==> config.mk <==
export PLATFORM = sky130hd
export DESIGN_NAME = tag_rx_hop_accum
export DESIGN_NICKNAME = d
export VERILOG_FILES = /design/src/rtl/tag_rx_hop_accum.sv
export SDC_FILE = /design/constraint.sdc
export NUM_CORES = 1
export LEC_CHECK = 0
export BUFFER_PORTS_ARGS = -buffer_cell sky130_fd_sc_hd__buf_2
export CORE_ASPECT_RATIO = 0.6
export CORE_MARGIN = 5
export CORE_UTILIZATION = 50
export CTS_BUF_LIST = sky130_fd_sc_hd__clkbuf_16
export CTS_CLUSTER_DIAMETER = 50
export DETAILED_ROUTE_END_ITERATION = 6
export PLACE_DENSITY = 0.68
export SETUP_SLACK_MARGIN = 0.02
export SYNTH_ARGS = -nofsm -noshare
export SYNTH_HDL_FRONTEND = slang
export SYNTH_SLANG_ARGS = --single-unit
==> constraint.sdc <==
create_clock -name clk -period 4 [get_ports clk]
set_input_delay 0.8 -clock clk [delete_from_list [all_inputs] [get_ports clk]]
set_output_delay 0.8 -clock clk [all_outputs]
set_load 0.005 [all_outputs]
==> src/rtl/tag_rx_hop_accum.sv <==
// rtl/tag_rx_hop_accum.sv - per-hop I/Q averager feeding a first-word-fall-through result FIFO
// Optional mean-power field: define TAG_RX_HOP_ACCUM_PWR_EN to add out_pwr.
module tag_rx_hop_accum #(
    parameter int DATA_WIDTH = 16,
    parameter int LOG2_AVG   = 13,
    parameter int NUM_HOPS   = 64,
    parameter int FIFO_DEPTH = 4
) (
    input  logic                        clk,
    input  logic                        reset,
    input  logic [DATA_WIDTH-1:0]       irx_in,
    input  logic [DATA_WIDTH-1:0]       qrx_in,
    input  logic                        in_valid,
    input  logic [1:0]                  rx_state,
    output logic                        out_tvalid,
    input  logic                        out_tready,
    output logic [DATA_WIDTH-1:0]       out_i,
    output logic [DATA_WIDTH-1:0]       out_q,
    output logic [$clog2(NUM_HOPS)-1:0] out_hop,
    output logic                        out_last,
    output logic                        overflow,
`ifdef TAG_RX_HOP_ACCUM_PWR_EN
    output logic [2*DATA_WIDTH-1:0]     out_pwr,
`endif
    output logic [7:0]                  abort_count
);
    localparam int HW = $clog2(NUM_HOPS);
    localparam int AW = DATA_WIDTH + LOG2_AVG;
    localparam int PW = $clog2(FIFO_DEPTH);
    localparam int CW = PW + 1;

    localparam logic [1:0] S_IDLE  = 2'd0;
    localparam logic [1:0] S_ACCUM = 2'd1;
    localparam logic [1:0] S_DONE  = 2'd2;

    localparam logic [1:0] RX_INIT = 2'b00;
    localparam logic [1:0] RX_LOC  = 2'b01;
    localparam logic [1:0] RX_HOP  = 2'b11;

    logic [1:0]          state;
    logic [1:0]          prev_state;
    logic [AW-1:0]       acc_i;
    logic [AW-1:0]       acc_q;
    logic [LOG2_AVG-1:0] cnt;
    logic [HW-1:0]       hop_idx;
    logic [HW-1:0]       hop_next;
    logic [HW-1:0]       push_hop;
    logic                push;
    logic                accept;
    logic                complete;
    logic                entry;
    logic                abort;
    logic                sweep;
    logic [AW-1:0]       ext_i;
    logic [AW-1:0]       ext_q;

    assign ext_i    = {{LOG2_AVG{irx_in[DATA_WIDTH-1]}}, irx_in};
    assign ext_q    = {{LOG2_AVG{qrx_in[DATA_WIDTH-1]}}, qrx_in};
    assign accept   = (state == S_ACCUM) && in_valid && (rx_state == RX_HOP);
    assign complete = accept && (cnt == {LOG2_AVG{1'b1}});
    assign entry    = (state == S_IDLE) && (rx_state == RX_HOP) && (prev_state != RX_HOP);
    assign abort    = (state == S_ACCUM) && (rx_state != RX_HOP);
    assign sweep    = (prev_state == RX_INIT) && (rx_state == RX_LOC);
    assign hop_next = (hop_idx == HW'(NUM_HOPS - 1)) ? '0 : hop_idx + HW'(1);

    // The result is written one edge after the final sample, from the settled accumulators.
    always_ff @(posedge clk or posedge reset) begin
        if (reset) begin
            state       <= S_IDLE;
            prev_state  <= RX_INIT;
            acc_i       <= '0;
            acc_q       <= '0;
            cnt         <= '0;
            hop_idx     <= '0;
            push        <= 1'b0;
            push_hop    <= '0;
            abort_count <= '0;
        end else begin
            prev_state <= rx_state;
            push       <= complete;
            if (complete) begin
                push_hop <= hop_idx;
            end
            if (entry) begin
                acc_i <= '0;
                acc_q <= '0;
                cnt   <= '0;
            end else if (accept) begin
                acc_i <= acc_i + ext_i;
                acc_q <= acc_q + ext_q;
                cnt   <= cnt + LOG2_AVG'(1);
            end
            if (abort && (abort_count != 8'hff)) begin
                abort_count <= abort_count + 8'd1;
            end
            if (sweep) begin
                hop_idx <= '0;
            end else if (complete || abort) begin
                hop_idx <= hop_next;
            end
            case (state)
                S_IDLE:  if (entry) state <= S_ACCUM;
                S_ACCUM: begin
                    if (abort) begin
                        state <= S_IDLE;
                    end else if (complete) begin
                        state <= S_DONE;
                    end
                end
                S_DONE:  if (rx_state != RX_HOP) state <= S_IDLE;
                default: state <= S_IDLE;
            endcase
        end
    end

    logic [DATA_WIDTH-1:0] mem_i   [FIFO_DEPTH];
    logic [DATA_WIDTH-1:0] mem_q   [FIFO_DEPTH];
    logic [HW-1:0]         mem_hop [FIFO_DEPTH];
    logic [PW-1:0]         rd_ptr;
    logic [PW-1:0]         wr_ptr;
    logic [CW-1:0]         count;
    logic                  full;
    logic                  pop;
    logic                  wr_en;

    assign full       = (count == CW'(FIFO_DEPTH));
    assign out_tvalid = (count != '0);
    assign pop        = out_tvalid && out_tready;
    // A pop in the same cycle frees a slot, so a push into a full FIFO still lands.
    assign wr_en      = push && (!full || pop);

    always_ff @(posedge clk) begin
        if (wr_en) begin
            mem_i[wr_ptr]   <= acc_i[AW-1:LOG2_AVG];
            mem_q[wr_ptr]   <= acc_q[AW-1:LOG2_AVG];
            mem_hop[wr_ptr] <= push_hop;
        end
    end

    always_ff @(posedge clk or posedge reset) begin
        if (reset) begin
            rd_ptr   <= '0;
            wr_ptr   <= '0;
            count    <= '0;
            overflow <= 1'b0;
        end else begin
            if (wr_en) begin
                wr_ptr <= wr_ptr + PW'(1);
            end
            if (pop) begin
                rd_ptr <= rd_ptr + PW'(1);
            end
            case ({wr_en, pop})
                2'b10:   count <= count + CW'(1);
                2'b01:   count <= count - CW'(1);
                default: count <= count;
            endcase
            if (push && !wr_en) begin
                overflow <= 1'b1;
            end
        end
    end

    assign out_i    = out_tvalid ? mem_i[rd_ptr]   : '0;
    assign out_q    = out_tvalid ? mem_q[rd_ptr]   : '0;
    assign out_hop  = out_tvalid ? mem_hop[rd_ptr] : '0;
    assign out_last = (out_hop == HW'(NUM_HOPS - 1));

`ifdef TAG_RX_HOP_ACCUM_PWR_EN
    localparam int QW = 2 * DATA_WIDTH;

    logic signed [QW-1:0]    wide_i;
    logic signed [QW-1:0]    wide_q;
    logic [QW-1:0]           sq_i;
    logic [QW-1:0]           sq_q;
    logic [QW+LOG2_AVG-1:0]  acc_pwr;
    logic [QW-1:0]           mem_pwr [FIFO_DEPTH];

    assign wide_i = {{DATA_WIDTH{irx_in[DATA_WIDTH-1]}}, irx_in};
    assign wide_q = {{DATA_WIDTH{qrx_in[DATA_WIDTH-1]}}, qrx_in};
    assign sq_i   = wide_i * wide_i;
    assign sq_q   = wide_q * wide_q;

    always_ff @(posedge clk or posedge reset) begin
        if (reset) begin
            acc_pwr <= '0;
        end else if (entry) begin
            acc_pwr <= '0;
        end else if (accept) begin
            acc_pwr <= acc_pwr + {{LOG2_AVG{1'b0}}, sq_i} + {{LOG2_AVG{1'b0}}, sq_q};
        end
    end

    always_ff @(posedge clk) begin
        if (wr_en) begin
            mem_pwr[wr_ptr] <= acc_pwr[QW+LOG2_AVG-1:LOG2_AVG];
        end
    end

    assign out_pwr = out_tvalid ? mem_pwr[rd_ptr] : '0;
`endif

endmodule

# ---- Word-level counts from Yosys, hierarchy flattened
# Memory sizes are Yosys's and may differ from the RTL's.
# Index checks and enable logic that the tools add are counted.
dict set report op_classes {
  eq_ne 16
  reduce_logical 22
  muxes 20
  addsub 9
}
# cell count
set op_table {}
lappend op_table {{$mux W29} 4}
lappend op_table {{$add A29 B29 Y29} 2}
lappend op_table {{$mux W16} 2}
lappend op_table {{$mux W13} 2}
lappend op_table {{$mux W6} 4}
lappend op_table {{$add A13 B1 Y13 const B} 1}
lappend op_table {{$eq A13 B13 Y1 const B} 1}
lappend op_table {{$eq A6 B6 Y1 const B} 2}
lappend op_table {{$logic_and A1 B1 Y1} 11}
lappend op_table {{$add A8 B1 Y8 const B} 1}
lappend op_table {{$mux W2} 4}
lappend op_table {{$ne A2 B2 Y1 const B} 4}
lappend op_table {{$ne A8 B8 Y1 const B} 1}
lappend op_table {{$add A6 B1 Y6 const B} 1}
lappend op_table {{$eq A2 B1 Y1 const B} 3}
lappend op_table {{$eq A2 B2 Y1 const B} 3}
lappend op_table {{$pmux W2 S3} 1}
lappend op_table {{$pmux W3 S2} 1}
lappend op_table {{$reduce_bool A2 Y1} 3}
lappend op_table {{$add A2 B1 Y2 const B} 2}
lappend op_table {{$logic_not A2 Y1} 2}
lappend op_table {{$add A3 B1 Y3 const B} 1}
lappend op_table {{$eq A3 B3 Y1 const B} 1}
lappend op_table {{$ne A3 B3 Y1 const B} 1}
lappend op_table {{6 further kinds} 9}
dict set report word_totals {
  in_bits 38
  ramBits 152
  register_bits 104
  n_memories 3
}
# name depth word_bits rd rd_clocked_by_memory_dff write_ports line
set mem_list {}
lappend mem_list {mem_i 4 16 1 0 1 116} ;# logic [DATA_WIDTH-1:0] mem_i [FIFO_DEPTH];
lappend mem_list {mem_q 4 16 1 0 1 117} ;# logic [DATA_WIDTH-1:0] mem_q [FIFO_DEPTH];
lappend mem_list {mem_hop 4 6 1 0 1 118} ;# logic [HW-1:0] mem_hop [FIFO_DEPTH];

# ---- Longest topological paths before layout
# Gate-level depths: netlist of the first run.
dict set report logic_depth {
  ltp_word 7
  depth_mapped 11
  ltp_nobuf 11
}

# ---- Worst setup path after synthesis of the first run
# OpenSTA, ideal clock, no wires.
dict set report synth_path {
  kind {in2reg}
  start {in qrx_in[0]}
  end {reg acc_q[28]}
  path_buffers 0
  path_stages 11
  setup_ns 0.126
  setup_slack_ns 0.731
  arrival_time_ns 3.143
  path_cell_list {ha_1 -> fa_1 -> a211oi_1 -> nor2_1 -> o31a_4 -> o2111ai_2 -> o211ai_2 -> a21oi_4 -> o21ai_4 -> mux2i_1 -> o32a_1}
}
dict set report synth_via {
  elab_chain_cells 3
}
# element line
set synth_lines {}
lappend synth_lines {{from (decl)} 12} ;# input logic [DATA_WIDTH-1:0] qrx_in,
lappend synth_lines {{$add A29 B29 Y29} 90} ;# acc_q <= acc_q + ext_q;
lappend synth_lines {{$mux W29} 88} ;# end else if (accept) begin
lappend synth_lines {{$mux W29} 84} ;# if (entry) begin
lappend synth_lines {{to (signal assigned)} 90}
lappend synth_lines {{to (decl)} 43} ;# logic [AW-1:0] acc_q;
# Every way passes these cells. The select of a mux whose other input is x is not followed.
# A chain may end at the register's enable or synchronous reset.

# ---- Worst setup path in the final report of the first run
dict set report layout_path {
  start {reg rd_ptr[0]}
  end {out out_hop[5]}
}
dict set report layout_via {
  elab_chain_cells 2
}
# element line
set layout_lines {}
lappend layout_lines {{from (decl)} 119} ;# logic [PW-1:0] rd_ptr;
lappend layout_lines {{from (signal assigned)} 151} ;# rd_ptr <= rd_ptr + PW'(1);
lappend layout_lines {{$mem_v2 Z4 W6} --}
lappend layout_lines {{$mux W6} 166} ;# assign out_hop = out_tvalid ? mem_hop[rd_ptr] : '0;
lappend layout_lines {{to (decl)} 19} ;# output logic [$clog2(NUM_HOPS)-1:0] out_hop,
# Every way passes these cells.

==> impl_metrics.py, run 1 <==
metrics = {
    "placement": {
        "dpl-instance-area_sq_um": 13800,
        "routabilityCongestion": 0.902,
        "port_buffers": 86,
        "dpl.hpwl_microns": 18000,
    },
    "cts": {
        "clock-sinks": 256,
        "postCtsHoldBufs": 0,
        "postCtsSetupBuffers": 0,
        "cts_tree": "built",
        "cts-resized-gates": 0,
        "clk_pin_slew_ps": 70,
        "numCtsBuffers": 25,
        "clk_path_buf_depth": 3,
        "clockRootBuffer": "clkbuf_16",
        "cts_max_level": 1,
        "clock_latency_ps": 540,
    },
    "power_and_ir_drop": {
        "p_per_area_nw_per_um2": 516,
        "p_int_mw": 5.35,
        "p_leak_nw": 6.16,
        "ir_drop_v": 0.000299,
        "p_clk_share_pct": 31.9,
        "p_sw_mw": 2.18,
        "combPwrFrac_pct": 25.6,
        "p_sw_share_pct": 29.0,
        "pwr-share-seq_pct": 42.5,
    },
    "worst_setup_path": {
        "worstSetupStartpoint": "rd_ptr[0]$_DFFE_PP0P_",
        "required_ps": 3200,
        "rr_worst_depth": 11,
        "rrSetupSlack_ps": 900,
        "cp.arrival_ps": 2350,
        "cp_max_fo": 12,
        "r2r_end": "acc_q[28]$_DFFE_PP0P_",
        "critPathLaunchType": "flip-flop",
        "r2r-start": "acc_q[0]$_DFFE_PP0P_",
        "setup.worst_path.end": "out_hop[5]",
        "crit_type": "flip-flop to primary output",
        "end_kind": "primary output",
    },
    "drt": {
        "drt-initial-drc-count": 586,
        "num_vias": 8248,
        "wirelength_microns": 26400,
        "ant_nets": 0,
        "drcViolationCount": 0,
        "dr.pass1.iters": 5,
        "avgViaCountPerCell": 5.62,
        "wl_per_cell_microns": 18.0,
    },
    "finish": {
        "n_fill_cell": 2078,
        "drive_gt1_share_pct": 19.7,
        "n_antenna_cell": 0,
        "layout.nets": 1224,
        "postLayoutCellArea_sq_um": 14600,
        "multi_input_area_sq_um": 5510,
        "area_growth_pct": 13.4,
        "seq_area_sq_um": 7170,
    },
    "logic_synthesis": {
        "synth.top_cells.by_area": "edfxtp_1 35%, dfrtp_1 20%, mux4_2 6.6%",
        "ys_ff_latch": 256,
        "seq_area_frac_synth_pct": 55.7,
        "async_reset_ff_share_pct": 40.6,
        "yosys.area.top_type_share_pct": 35.5,
        "synth_top_cell_by_area": "edfxtp_1",
        "synth_warnings": 0,
        "syn_area_sq_um": 12900,
        "synthCells": 1023,
        "synth_edf_count": 152,
        "synthesis.nets": 1127,
        "avgSynthCellArea_sq_um": 12.6,
        "synth_ff_type": "edfxtp_1",
        "synth_cell_types": 83,
    },
    "die": {
        "die_h_microns": 134,
        "rows": 45,
        "die_area_sq_um": 29200,
        "die_w_microns": 217,
        "io_pins": 87,
        "start_util_pct": 50.8,
        "core-area_sq_um": 25300,
    },
    "run": {
        "maxCapViolCount": 0,
    },
    "timing": {
        "slew_viol_final": 0,
        "tightest_slew_ps": 1030,
        "min_period_ps": 3150,
        "maxSlewHeadroom_pct": 30.2,
        "setup_viol": 0,
        "tns_ps": 0,
        "fin_crit_sh_pct": 78.8,
        "rsz0062_at_grt": "no",
        "skew_ps": 19.3,
        "hold_viol_final": 0,
        "max_freq_mhz": 317,
    },
    "global_routing": {
        "grt_overflow": 0,
        "grtUsageTotal_pct": 18.3,
        "grt_pass1_wl_microns": 43400,
        "antenna_found_initial": 0,
        "grt_pass1_vias": 8116,
        "grt_max_degree": 105,
    },
    "hold_path": {
        "hold_path_class": "input pin to asynchronous set/reset pin",
    },
    "outcome": {
        "status": "finished, final reports clean",
    },
}
power groups by stage:
stage	Sequential [mW]	Clock, mW	Combinational (mW)
floorplan	3.12	0	1.40
global placement	3.25	0	1.94
detailed placement	3.26	0	1.96
CTS	3.20	2.46	1.97
global route	3.23	2.59	2.16
finish	3.20	2.40	1.93
flip-flops by register name (all words and copies together) (netlist names), 2 cells and up:
name,cells
abort_count,8
acc_i,29
acc_q,29
cnt,13
count,3
hop_idx,6
mem_hop,24
mem_i,64
mem_q,64
prev_state,2
push_hop,6
rd_ptr,2
state,2
wr_ptr,2
per-stage QoR:
| stage | instances | util (%) | setup WS (ps) | power, mW | hold slack, ps |
|---|---|---|---|---|---|
| floorplan | 1023 | - | 468 | 4.51 | 451 |
| global placement | 1422 | 54.3 | 446 | 5.19 | 437 |
| detailed placement | 1422 | 54.3 | 387 | 5.22 | 443 |
| CTS | 1468 | 57.6 | 775 | 7.64 | 381 |
| global route | 1468 | 57.6 | 693 | 7.98 | 385 |
| finish | 1468 | 57.6 | 848 | 7.53 | 405 |
critical path, stage by stage (launching register included):
cell     delay [ps]
dfrtp_2         610
buf_4           340
mux4_2          560
and2_1          180
buf_2           120
how the worst min path moves through the flow:
stage | end | slack, ps | depth (start not counted) | startpoint
finish | acc_q[23]$_DFFE_PP0P_ | 410 | 3 | reset
global route | prev_state[0]$_DFF_PP0_ | 390 | 1 | rx_state[0]
CTS | prev_state[0]$_DFF_PP0_ | 380 | 1 | rx_state[0]
detailed placement | overflow$_DFFE_PP0P_ | 440 | 1 | overflow$_DFFE_PP0P_
global placement | overflow$_DFFE_PP0P_ | 440 | 1 | overflow$_DFFE_PP0P_
floorplan | overflow$_DFFE_PP0P_ | 450 | 1 | overflow$_DFFE_PP0P_
kinds of logic after synthesis:
group / after synthesis / synth area share (%)
AO/OA/AOI/OAI: 229 / 11.9
XOR/XNOR: 65 / 4.42
adder cells (fa/ha/maj): 66 / 6.59
buffers and inverters: 53 / 1.67
flip-flops: 256 / 55.7
multiplexers: 48 / 7.47
AND/OR/NAND/NOR: 306 / 12.3
cells in the final DEF, fill, tap and decap left out, drive strengths merged, types with 29 or more instances in the layout:
| cell type | count |
|---|---|
| edfxtp | 152 |
| dfrtp | 104 |
| buf | 104 |
| nand2 | 93 |
| o21ai | 84 |
| ha | 63 |
| nor2 | 60 |
| a21oi | 53 |
| and2 | 46 |
| mux4 | 38 |
| xnor2 | 36 |
| xor2 | 29 |
cells in the mapped netlist (all sizes together) (11+ instances only):
cell,count
xor2,29
ha,63
and2,46
nand2,93
nor3,14
inv,18
clkbuf,24
nor2,60
dfrtp,104
edfxtp,152
mux4,38
xnor2,36
nand3,25
a21o,24
nand4,11
o21ai,84
a21oi,53
metal layers:
metal | track usage (%) | up-vias | wire, microns
li1 | - | 4031 | -
met1 | 28.4 | 4030 | 13400
met2 | 27.9 | 158 | 11600
met3 | 3.14 | 29 | 1110
met4 | 3.02 | 0 | 331
met5 | 0 | - | 0
cell type report:
type                            count  share of cell area [%]
Inverter                           19                   0.514
Tap cell                          329                    2.82
Sequential cell                   256                    49.1
Clock inverter                     21                    1.44
Clock buffer                       25                    4.28
Multi-Input combinational cell    714                    37.7
Timing Repair Buffer              104                    4.13
No activity file was read; power rests on OpenSTA's default activity.
==> run 2: changes to the inputs <==
==> constraint.sdc (replaced) <==
create_clock -name clk -period 3.3 [get_ports clk]
set_input_delay 0.66 -clock clk [delete_from_list [all_inputs] [get_ports clk]]
set_output_delay 0.66 -clock clk [all_outputs]
set_load 0.005 [all_outputs]
==> impl_metrics.py, run 2 (synthesized netlist as in run 1, its figures left out) <==
metrics = {
    "timing": {
        "min_period_ps": 2990,
        "tns_ps": 0,
        "tightest_slew_ps": 772,
        "maxSlewHeadroom_pct": 48.5,
        "slew_viol_final": 0,
        "setup_viol": 0,
        "max_freq_mhz": 334,
        "skew_ps": 13.3,
        "hold_viol_final": 0,
        "fin_crit_sh_pct": 90.6,
        "rsz0062_at_grt": "no",
    },
    "die": {
        "die_h_microns": 134,
        "start_util_pct": 50.8,
        "die_area_sq_um": 29200,
        "io_pins": 87,
        "core-area_sq_um": 25300,
        "die_w_microns": 217,
        "rows": 45,
    },
    "worst_setup_path": {
        "required_ps": 2640,
        "cp_slowest_cell": "or3_1",
        "critPathLaunchType": "flip-flop",
        "rr_worst_depth": 11,
        "worstSetupStartpoint": "count[0]$_DFFE_PP0P_",
        "cp.arrival_ps": 2330,
        "crit_type": "flip-flop to primary output",
        "slowest_delay_ps": 650,
        "end_kind": "primary output",
        "r2r-start": "acc_q[0]$_DFFE_PP0P_",
        "r2r_end": "acc_q[28]$_DFFE_PP0P_",
        "setup.worst_path.end": "out_q[15]",
        "cp_max_fo": 22,
        "worstPathCellList": "or3_1, buf_4, and2_1, buf_2",
        "cp_num_buf_inv": 2,
        "rrSetupSlack_ps": 370,
        "path_depth": 4,
        "crit_family": "simple AND/OR/NAND/NOR gates",
    },
    "cts": {
        "cts-resized-gates": 0,
        "clock_latency_ps": 550,
        "postCtsSetupBuffers": 0,
        "postCtsHoldBufs": 0,
        "clk_pin_slew_ps": 70,
        "clk_path_buf_depth": 3,
        "cts_max_level": 1,
        "clockRootBuffer": "clkbuf_16",
        "numCtsBuffers": 26,
        "cts_tree": "built",
        "clock-sinks": 256,
    },
    "outcome": {
        "status": "finished, final reports clean",
    },
    "finish": {
        "drive_gt1_share_pct": 20.5,
        "layout.nets": 1238,
        "area_growth_pct": 14.6,
        "layout_commonest_cell": "edfxtp_1",
        "mostFrequentLayoutCells": "152 x edfxtp_1, 103 x dfrtp_1, 91 x nand2_1",
        "top_regs": "mem_i x64, mem_q x64",
        "n_antenna_cell": 0,
        "final_cell_count_no_fill": 1483,
    },
    "global_routing": {
        "antenna_found_initial": 0,
        "grt_pass1_vias": 8397,
        "grtUsageTotal_pct": 18.7,
        "grt_overflow": 0,
        "grt_max_degree": 91,
        "grt_pass1_wl_microns": 44800,
    },
    "placement": {
        "dpl.cell_count": 1435,
        "dpl.hpwl_microns": 18200,
        "routabilityCongestion": 0.863,
        "port_buffers": 86,
    },
    "drt": {
        "wirelength_microns": 27000,
        "drt-initial-drc-count": 500,
        "num_vias": 8384,
        "avgViaCountPerCell": 5.65,
        "wl_per_cell_microns": 18.2,
        "dr.pass1.iters": 5,
        "drcViolationCount": 0,
        "ant_nets": 0,
    },
    "power_and_ir_drop": {
        "p_leak_nw": 6.24,
        "p_int_mw": 6.48,
        "p_clk_share_pct": 32.0,
        "p_sw_share_pct": 29.6,
        "pwr-share-seq_pct": 41.4,
        "ir_drop_v": 0.000317,
        "combPwrFrac_pct": 26.6,
        "p_per_area_nw_per_um2": 624,
        "p_sw_mw": 2.72,
    },
    "hold_path": {
        "hold_path_class": "input pin to asynchronous set/reset pin",
    },
    "run": {
        "maxCapViolCount": 0,
    },
}
run 2: changes by cell type in the layout (fill, tap and decap cells not counted), moves of 2 or more:
cell        delta
inv_1          +2
clkinv_2       -3
clkinvlp_4     +3
clkbuf_16      +2
bufinv_16      -2
buf_4         +10
buf_12         +3
run 2: final cells by class:
cell class	count	area [sq um]
fill	2051	10600
sequential	256	7170
multi-input combinational	714	5510
timing repair buffer	117	738
clock buffer	27	676
tap	329	412
clock inverter	21	181
inverter	19	76.3
run 2: how the worst min path moves through the flow:
stage	from	to	slack [ps]	cells after the start
finish	reset	acc_q[20]$_DFFE_PP0P_	110	2
global route	reset	acc_q[12]$_DFFE_PP0P_	120	2
CTS	reset	acc_q[21]$_DFFE_PP0P_	110	2
detailed placement	overflow$_DFFE_PP0P_	overflow$_DFFE_PP0P_	460	1
global placement	overflow$_DFFE_PP0P_	overflow$_DFFE_PP0P_	450	1
floorplan	overflow$_DFFE_PP0P_	overflow$_DFFE_PP0P_	450	1
run 2: worst register-to-register path, stage by stage, from the launching register on:
cell and delay, ps:
dfrtp_1 380, ha_1 210, fa_1 390, a211oi_1 210
nor2_1 100, o31a_4 290, o2111ai_2 280, o211ai_2 170
a21oi_4 240, o21ai_4 90, mux2i_1 120, o32a_1 330
run 2: routing by layer:
layer | routed length [microns] | vias up | global-route usage [%]
met1 | 13300 | 4133 | 28.2
met5 | 0 | - | 0
met2 | 12100 | 158 | 29.3
li1 | - | 4055 | -
met4 | 499 | 0 | 3.37
met3 | 1140 | 38 | 3.27
run 2: stage by stage:
step	setup slack, ps	power, mW	util [%]	hold WS, ps	instance area [sq um]
floorplan	171	5.47	-	451	12900
global placement	18.8	6.33	54.9	450	13900
detailed placement	2.79	6.37	54.9	457	13900
CTS	256	9.33	58.2	113	14800
global route	145	9.73	58.2	123	14800
finish	310	9.20	58.2	110	14800
run 2: power by group through the flow:
stage	combinational (mW)	clock, mW	sequential (mW)
after floorplan	1.69	0	3.78
after global placement	2.46	0	3.86
after detailed placement	2.50	0	3.87
after CTS	2.51	3.01	3.81
after global routing	2.73	3.17	3.84
final	2.45	2.95	3.81
==> run 3: changes to the inputs <==
--- a/config.mk
+++ b/config.mk
@@ -5,14 +5,13 @@
 export SDC_FILE = /design/constraint.sdc
 export NUM_CORES = 1
 export LEC_CHECK = 0
-export BUFFER_PORTS_ARGS = -buffer_cell sky130_fd_sc_hd__buf_2
+export BUFFER_PORTS_ARGS = -buffer_cell sky130_fd_sc_hd__buf_4
 export CORE_ASPECT_RATIO = 0.6
 export CORE_MARGIN = 5
-export CORE_UTILIZATION = 50
+export CORE_UTILIZATION = 30
 export CTS_BUF_LIST = sky130_fd_sc_hd__clkbuf_16
 export CTS_CLUSTER_DIAMETER = 50
 export DETAILED_ROUTE_END_ITERATION = 6
-export PLACE_DENSITY = 0.68
 export SETUP_SLACK_MARGIN = 0.02
 export SYNTH_ARGS = -nofsm -noshare
 export SYNTH_HDL_FRONTEND = slang
==> impl_metrics.py, run 3 (synthesized netlist as in run 1, its figures left out) <==
metrics = {
    "worst_setup_path": {
        "required_ps": 2640,
        "rrSetupSlack_ps": 300,
        "rr_worst_depth": 11,
        "critPathLaunchType": "flip-flop",
        "crit_type": "flip-flop to primary output",
        "r2r-start": "acc_q[0]$_DFFE_PP0P_",
        "worstSetupStartpoint": "rd_ptr[0]$_DFFE_PP0P_",
        "end_kind": "primary output",
        "cp.arrival_ps": 2350,
        "cp_max_fo": 22,
        "r2r_end": "acc_q[28]$_DFFE_PP0P_",
    },
    "placement": {
        "post-place-ws_ps": -75.7,
        "port_buffers": 86,
        "dpl.hpwl_microns": 20000,
        "routabilityCongestion": 0.832,
    },
    "finish": {
        "drive_gt1_share_pct": 21.7,
        "n_fill_cell": 4044,
        "layout.nets": 1246,
        "multi_input_area_sq_um": 5510,
        "mostFrequentLayoutCells": "152 x edfxtp_1, 118 x buf_4, 103 x dfrtp_1",
        "layout_commonest_cell": "edfxtp_1",
        "post-route-util_pct": 36.5,
        "top_regs": "mem_i x64, mem_q x64",
        "area_growth_pct": 19.6,
        "seq_area_sq_um": 7170,
        "n_antenna_cell": 0,
    },
    "cts": {
        "numCtsBuffers": 29,
        "cts-resized-gates": 0,
        "clockRootBuffer": "clkbuf_16",
        "clock_latency_ps": 560,
        "clk_pin_slew_ps": 60,
        "cts_tree": "built",
        "cts_max_level": 1,
        "postCtsSetupBuffers": 0,
        "clock-sinks": 256,
        "postCtsHoldBufs": 0,
        "clk_path_buf_depth": 3,
    },
    "die": {
        "die_area_sq_um": 47300,
        "io_pins": 87,
        "rows": 58,
        "die_w_microns": 277,
        "start_util_pct": 30.5,
        "die_h_microns": 170,
        "core-area_sq_um": 42200,
    },
    "global_routing": {
        "grt_overflow": 0,
        "grt_pass1_vias": 8604,
        "grtUsageTotal_pct": 12.4,
        "antenna_found_initial": 0,
        "grt_max_degree": 40,
        "grt_pass1_wl_microns": 48000,
    },
    "timing": {
        "min_period_ps": 3010,
        "slew_viol_final": 0,
        "hold_viol_final": 0,
        "skew_ps": 19.7,
        "setup_viol": 0,
        "rsz0062_at_grt": "no",
        "maxSlewHeadroom_pct": 41.7,
        "max_freq_mhz": 332,
        "post-route-worst-setup-slack_ps": 291,
        "hold_ws_ps": 234,
        "tightest_slew_ps": 873,
        "fin_crit_sh_pct": 91.2,
    },
    "drt": {
        "wirelength_microns": 29200,
        "num_vias": 8342,
        "drt-initial-drc-count": 429,
        "wl_per_cell_microns": 16.8,
        "dr.pass1.iters": 4,
        "drcViolationCount": 0,
        "avgViaCountPerCell": 4.81,
        "ant_nets": 0,
    },
    "hold_path": {
        "hold_path_startpoint": "rx_state[0]",
        "hold_path_class": "input pin to flip-flop",
        "worstHoldEndpoint": "prev_state[0]$_DFF_PP0_",
        "whs_path_depth": 1,
    },
    "outcome": {
        "status": "finished, final reports clean",
    },
    "power_and_ir_drop": {
        "p_leak_nw": 6.37,
        "p_per_area_nw_per_um2": 631,
        "ir_drop_v": 0.000361,
    },
    "run": {
        "maxCapViolCount": 0,
    },
}
run 3: changes by cell type in the layout (fill, tap and decap cells not counted), moves of 2 or more:
| cell | before | now |
|---|---|---|
| buf_12 | 6 | 4 |
| buf_2 | 86 | 0 |
| buf_4 | 25 | 118 |
| clkbuf_16 | 27 | 29 |
| clkinv_1 | 4 | 0 |
| clkinv_2 | 3 | 9 |
run 3: metal layers:
| layer | track usage (%) | vias to the layer above | wire length (microns) |
|---|---|---|---|
| li1 | - | 4078 | - |
| met1 | 18.0 | 4087 | 14500 |
| met2 | 19.7 | 143 | 13100 |
| met3 | 2.39 | 34 | 1230 |
| met4 | 2.05 | 0 | 439 |
| met5 | 0 | - | 0 |
run 3: critical path: stages (launching register included):
cell and delay [ps]:
dfrtp_2 620, buf_12 280, mux4_2 560, and2_1 170, buf_4 130
run 3: area by class of cell:
class                           instances  share of cell area [%]
Clock buffer                           29                    4.71
Clock inverter                         25                    1.57
Inverter                               19                   0.496
Multi-Input combinational cell        714                    35.8
Sequential cell                       256                    46.6
Tap cell                              570                    4.63
Timing Repair Buffer                  122                    6.27
run 3: how the worst max path moves through the flow:
stage	endpoint	slack (ps)	depth (start not counted)
4_1_cts	out_i[13]	180	4
2_1_floorplan	acc_q[28]$_DFFE_PP0P_	170	11
6_report	out_i[13]	290	4
3_3_place_gp	acc_q[24]$_DFFE_PP0P_	-50	13
5_1_grt	acc_q[22]$_DFFE_PP0P_	130	12
3_5_place_dp	acc_q[28]$_DFFE_PP0P_	-80	12
run 3: metrics by stage:
| stage | total power, mW | TNS [ps] | cell area, sq um | std cells |
|---|---|---|---|---|
| finish | 9.72 | 0 | 15400 | 1735 |
| global route | 10.3 | 0 | 15400 | 1735 |
| CTS | 9.92 | 0 | 15400 | 1735 |
| detailed placement | 6.63 | -182 | 14400 | 1681 |
| global placement | 6.59 | -114 | 14400 | 1681 |
| floorplan | 5.47 | 0 | 12900 | 1023 |
run 3: power by group:
group | total [mW] | internal, mW | switching (mW)
combinational | 2.66 | 1.41 | 1.25
sequential | 3.83 | 3.58 | 0.254
clock | 3.23 | 1.87 | 1.36
total | 9.72 | 6.85 | 2.87
